**src/rtl/branch_pht.sv**
```systemverilog
// rtl/branch_pht.sv - pattern history table of saturating counters with optional gshare indexing
module branch_pht #(
  parameter int W_PC    = 32,
  parameter int N_IDX   = 6,
  parameter int W_CTR   = 2,
  parameter int USE_GHR = 1
) (
  input  logic             clk,
  input  logic             reset,
  input  logic             clr_i,
  input  logic             lk_v_i,
  input  logic [W_PC-1:0]  lk_pc_i,
  output logic             pred_v_o,
  output logic             pred_o,
  output logic [N_IDX-1:0] pred_idx_o,
  input  logic             upd_v_i,
  input  logic [N_IDX-1:0] upd_idx_i,
  input  logic             upd_taken_i,
  output logic             ready_o
);

  localparam int DEPTH = 1 << N_IDX;
  // Weakly not-taken: the largest value whose MSB is still clear.
  localparam logic [W_CTR-1:0] INITV   = W_CTR'((1 << (W_CTR - 1)) - 1);
  localparam logic [W_CTR-1:0] CTR_MAX = '1;

  typedef enum logic {S_INIT, S_RUN} state_t;

  state_t           state, state_n;
  logic [N_IDX-1:0] ptr, ptr_n;
  logic [N_IDX-1:0] ghr;
  logic [W_CTR-1:0] tbl [DEPTH];
  logic             run, init_wr, lk_fire, upd_fire, fwd_hit;
  logic [N_IDX-1:0] lk_idx;
  logic [W_CTR-1:0] upd_cur, upd_new;
  logic [N_IDX:0]   ghr_shift;
  logic             unused_pc;

  assign run       = (state == S_RUN);
  assign ready_o   = run;
  // clr_i wins over a same-cycle lookup or update.
  assign lk_fire   = run && !clr_i && lk_v_i;
  assign upd_fire  = run && !clr_i && upd_v_i;
  assign lk_idx    = lk_pc_i[N_IDX+1:2] ^ ((USE_GHR != 0) ? ghr : '0);
  assign upd_cur   = tbl[upd_idx_i];
  assign fwd_hit   = upd_fire && (upd_idx_i == lk_idx);
  // One bit wider than ghr so the shift also works for N_IDX == 1.
  assign ghr_shift = {ghr, upd_taken_i};
  assign unused_pc = ^{lk_pc_i[W_PC-1:N_IDX+2], lk_pc_i[1:0]};

  // Sweep/run sequencing: INIT walks every entry once, clr_i in RUN restarts the sweep.
  always_comb begin
    state_n = state;
    ptr_n   = ptr;
    init_wr = 1'b0;
    case (state)
      S_INIT: begin
        init_wr = 1'b1;
        ptr_n   = ptr + N_IDX'(1);
        if (ptr == '1) state_n = S_RUN;
      end
      S_RUN: begin
        if (clr_i) begin
          state_n = S_INIT;
          ptr_n   = '0;
        end
      end
      default: state_n = S_INIT;
    endcase
  end

  // State and sweep pointer registers.
  always_ff @(posedge clk) begin
    if (!reset) begin
      state <= S_INIT;
      ptr   <= '0;
    end else begin
      state <= state_n;
      ptr   <= ptr_n;
    end
  end

  // Saturating step of the counter being resolved.
  always_comb begin
    upd_new = upd_cur;
    if (upd_taken_i && (upd_cur != CTR_MAX)) upd_new = upd_cur + W_CTR'(1);
    else if (!upd_taken_i && (upd_cur != '0)) upd_new = upd_cur - W_CTR'(1);
  end

  // Counter storage: sweep writes during INIT, resolve writes during RUN.
  always_ff @(posedge clk) begin
    if (init_wr) tbl[ptr] <= INITV;
    else if (upd_fire && reset) tbl[upd_idx_i] <= upd_new;
  end

  // Global history and the registered prediction (with update forwarding).
  always_ff @(posedge clk) begin
    if (!reset) begin
      ghr        <= '0;
      pred_v_o   <= 1'b0;
      pred_o     <= 1'b0;
      pred_idx_o <= '0;
    end else if (run && clr_i) begin
      ghr      <= '0;
      pred_v_o <= 1'b0;
    end else begin
      pred_v_o <= lk_fire;
      if (lk_fire) begin
        pred_idx_o <= lk_idx;
        pred_o     <= fwd_hit ? upd_new[W_CTR-1] : tbl[lk_idx][W_CTR-1];
      end
      if (upd_fire && (USE_GHR != 0)) ghr <= ghr_shift[N_IDX-1:0];
    end
  end

endmodule
```
**config.mk**
```make
export PLATFORM = sky130hd
export DESIGN_NAME = branch_pht
export DESIGN_NICKNAME = d
export VERILOG_FILES = /design/src/rtl/branch_pht.sv
export SDC_FILE = /design/constraint.sdc
export NUM_CORES = 1
export LEC_CHECK = 0
export CAP_MARGIN = 20
export CELL_PAD_IN_SITES_DETAIL_PLACEMENT = 1
export CELL_PAD_IN_SITES_GLOBAL_PLACEMENT = 2
export CORE_MARGIN = 5
export CORE_UTILIZATION = 49
export DETAILED_ROUTE_END_ITERATION = 12
export DONT_BUFFER_PORTS = 1
export PLACE_DENSITY = 0.85
export SETUP_SLACK_MARGIN = 0.2
export SLEW_MARGIN = 20
export SYNTH_ARGS = -nofsm -noshare
export SYNTH_HDL_FRONTEND = slang
export SYNTH_SLANG_ARGS = --single-unit
```
**constraint.sdc**
```tcl
create_clock -name clk -period 12.8 [get_ports clk]
set_input_delay 2.56 -clock clk [delete_from_list [all_inputs] [get_ports clk]]
set_output_delay 2.56 -clock clk [all_outputs]
set_load 0.005 [all_outputs]
```
# Word level (Yosys, flattened, before mapping)
# Memory sizes are Yosys's and may differ from the RTL's.
# Index checks and enable logic that the tools add are counted.
# totals
register_bits,21
latch_bits,0
ramBits,128
mem_bits_ro,0
inputBits,44
out_inout_bits,9
word_cells,47
n_memories,1
# mem_list
memory,words,word_bits,read_ports,rd_clocked_by_memory_dff,write_ports,line,text
tbl,64,2,2,0,1,32,logic [W_CTR-1:0] tbl [DEPTH];
# op_classes
n_addsub,3
multipliers,0
n_div,0
magnitude_cmp,0
eq_ne,4
shifts,0
mux,15
n_bitwise,4
reduce_logical,14
# op_table
cell,count
6-bit two-way mux,2
6-bit case mux with 2 select lines,1
1-bit logical AND,8
1-bit two-way mux,8
"6-bit by 1-bit adder with 6-bit output, second input constant",1
6-bit equality test,1
"6-bit equality test, second input constant",1
2-bit two-way mux,3
6-bit bitwise XOR,1
"2-bit != test, second input constant",2
2-bit OR reduction,2
1-bit inverter,3
"2-bit by 1-bit adder with 2-bit output, second input constant",1
1-bit zero test,2
1-bit case mux with 2 select lines,1
2-bit AND reduction,1
2-bit nonzero test,1
"2-bit by 1-bit subtractor with 2-bit output, second input constant",1

# Depth between registers and ports, before layout
# depth
depth_word,9
depth_mapped,16
depth_no_buf,12

# Worst setup path after synthesis
# Ideal clock, no wire load.
# synth_path
path_type,input-to-reg
start,input upd_idx_i[0]
end,"memory tbl[0][1], data pin"
setup_ns,0.721
arrival_ns,7.494
required_ns,12.079
path_slack_ns,4.585
path_stages,10
n_path_buf,2
path_cell_list,buf_6 > buf_12 > mux4_1 > mux4_2 > mux4_2 > inv_1 > ha_1 > nor2_1 > a211oi_1 > a211oi_1
# synth_between
elab_chain_len,6
word_cells_on_any_way,10
cone_classes,2 x add/sub; 1 x eq/ne; 3 x mux; 3 x reduce/logical; 1 x memory
# synth_rtl
item,line,text
"start, declared",17,"input logic [N_IDX-1:0] upd_idx_i,"
memory read 64 x 2 bit *,--,
"parallel branches: the longest is 3 deep, another holds 2-bit by 1-bit subtractor with 2-bit output",--,
2-bit two-way mux *,86,if (upd_taken_i && (upd_cur != CTR_MAX)) upd_new = upd_cur + W_CTR'(1);
2-bit two-way mux (no source line) *,--,
"end, declared",32,
# Every way passes the cells marked *.

# Final worst setup path
# layout_path
start,input upd_idx_i[0]
end,"memory tbl[23][1], data pin"
# Same word-level chain as after synthesis.

==> metrics.md <==
| Metric | Value |
|---|---|
| Status | `completed` |
| Initial Util | `0.492` |
| Final core occ | `0.540` |
| Final antenna-violating net count | `0` |
| Total track usage | `0.224` |
| Setup Total Neg Slack | `0 ns` |
| Via count | `4291` |
| Die width | `130 um` |
| CTS max path bufs | `2` |
| GR Overflow Total | `0` |
| Post-DP HPWL | `11.9 mm` |
| I/O pins | `53` |
| Worst-path clk slew | `0.06 ns` |
| CP arrival | `6.19 ns` |
| Endpoints failing setup | `0` |
| Clock sinks | `149` |
| Sequential area share after synthesis | `0.603` |
| Drt pass-1 iters | `5` |
| H-Tree Depth | `4` |
| Post-CTS Setup Bufs | `0` |
| CP Capture Type | `flop` |
| CP required | `12.99 ns` |
| Largest family of logic cells by synthesized area | `multiplexers` |
| Max_cap viols | `0` |
| Core area | `14400 um^2` |
| Post-Syn Nets | `539` |
| Clk root buf | `clkbuf_16` |
| First-pass GRT wire length | `27.2 mm` |
| Die H | `130 um` |
| Synth Area in Compound Gates | `0.0506` |
| Largest net degree at the start of global routing | `65` |
| Synthesis-to-layout area growth | `9.80%` |
| Synthesized area per cell | `14.4 um^2` |
| Worst VDD drop | `0.0952 mV` |
| # fillers | `1387` |
| Initial antenna violation count | `0` |
| Crit-path max FO | `40` |
| Crit share post-route | `0.469` |
| Most frequent cells in the layout | `128 x edfxtp_1, 87 x nor2_1, 36 x mux4_2, 35 x nand2_1, 21 x dfxtp_1` |
| RePlAce Congestion | `0.797` |
| HP Class | `flop to flop` |
| Fmax | `0.167 GHz` |
| Cts hold-fix bufs | `0` |
| Port buffer count | `0` |
| Cells after synthesis | `492` |
| Wirelength, routed | `18.0 mm` |
| Tmin final | `6.00 ns` |
| Synth Flop Type | `edfxtp_1` |
| Synthesis Warnings | `0` |
| Least-Margin Pin Slew | `1.07 ns` |
| Final-report hold violation count | `0` |
| Cell Rows | `44` |
| FF+latch count, synth | `149` |
| CTS tree | `yes` |
| Startpoint Class | `input pin` |
| Netlist cell types | `39` |
| Worst skew pair latency | `0.43 ns` |
| CTS Buf Count | `17` |
| Fin. max-slew vios | `0` |
| Critical path type | `input pin to flop` |
| Antenna Cells | `0` |
| Cell area after synthesis | `7070 um^2` |
| Drt drc | `0` |
| Die Area | `16900 um^2` |
| Number of synthesized flops with an enable pin | `128` |
| Post-Synth Adder-Cell Area | `0.00531` |
| Fin nets | `538` |
| Mux share of post-synthesis cell area | `0.194` |
| Asr flop ratio synth | `0` |
| DR iter-0 viols | `276` |
| Post-synthesis xor/xnor area fraction | `0.0223` |
| Simple-Gate Fraction of Synth Area | `0.102` |
| Post-CTS Resized | `0` |
| Vias per inst | `6.24` |
| Pleak | `2.89 nW` |
| Pwr dens | `130 nW/um^2` |
| Vias in the first global route | `4536` |
| Slew HR | `0.282` |
| Post-DR wirelength/cell | `26.1 um` |
| RSZ-0062 raised after global routing | `false` |
| Share of cells above drive strength 1 | `0.143` |
| Skew final | `0.00861 ns` |
| Commonest non-fill, non-tap cell in the layout | `edfxtp_1` |
-- critical path, cell delays in order --
cell	delay (ns)
mux4_1	0.57
mux4_2	0.53
mux4_2	0.53
inv_1	0.08
ha_1	0.26
nor2_1	0.12
a211oi_1	0.09
a211oi_4	0.89
buf_4	0.51
-- where the power goes --
group | switching, W | internal (W) | leakage (nW)
clock | 0.000198 | 0.000245 | 0.235
combinational | 0.0000261 | 0.0000188 | 1.03
sequential | 0.00000208 | 0.000522 | 1.62
-- cell families after synthesis --
family                   Yosys count
multiplexers                      69
XOR/XNOR                          18
buffers and inverters             33
flip-flops                       149
adder cells (fa/ha/maj)            3
AND/OR/NAND/NOR                  167
AO/OA/AOI/OAI                     53
-- cells in the mapped netlist, types with 7 or more instances --
cell,instances,area (um^2)
buf_2,7,35.0
clkbuf_1,14,52.6
dfxtp_1,21,420
edfxtp_1,128,3840
inv_1,9,33.8
mux2i_1,18,180
mux4_1,14,368
mux4_2,36,811
nand2_1,35,131
nand3_1,13,65.1
nor2_1,87,327
nor2b_1,9,56.3
o21ai_0,12,60.1
xnor2_1,12,105
-- worst paths after layout --
check,from,endpoint,slack [ns],cells after the start
setup / recovery,upd_idx_i[0],tbl[23][1],6.80,9
hold / removal,pred_idx_o[4],pred_idx_o[4],0.54,1
setup reg to reg,tbl[46][0],tbl[23][1],8.59,9
hold reg to reg,pred_idx_o[4],pred_idx_o[4],0.54,1
-- registers in the layout (all words and copies together), names as in the netlist --
signal      cells
ready_o         1
ptr             6
pred_idx_o      6
pred_v_o        1
pred_o          1
ghr             6
tbl           128
-- cell type report --
type | instances | area (um^2) | area share
timing repair buffer | 4 | 30.0 | 0.00387
multi-input combinational | 310 | 2690 | 0.346
clock buffer | 18 | 429 | 0.0553
tap | 184 | 230 | 0.0297
inverter | 9 | 33.8 | 0.00435
clock inverter | 14 | 87.6 | 0.0113
sequential | 149 | 4260 | 0.549
-- metrics by stage --
step | total power, W | hold slack, ns | std cells | setup slack (ns) | instance area, um^2
final | 0.00101 | 0.538 | 688 | 6.80 | 7760
after global routing | 0.00104 | 0.563 | 688 | 6.66 | 7760
after CTS | 0.00102 | 0.543 | 688 | 6.86 | 7760
after detailed placement | 0.000579 | 0.529 | 656 | 6.43 | 7240
after global placement | 0.000578 | 0.513 | 656 | 6.59 | 7240
after floorplan | 0.000573 | 0.460 | 492 | 4.59 | 7070
-- per-layer routing --
metal  GRT usage  vias up  wire length [um]
met2       0.377      134              9110
met5           0        -                 0
met4      0.0672        0               307
li1            -     1902                 -
met1       0.288     2230              7610
met3      0.0565       25               927
Power figures use the tool's default switching activity.
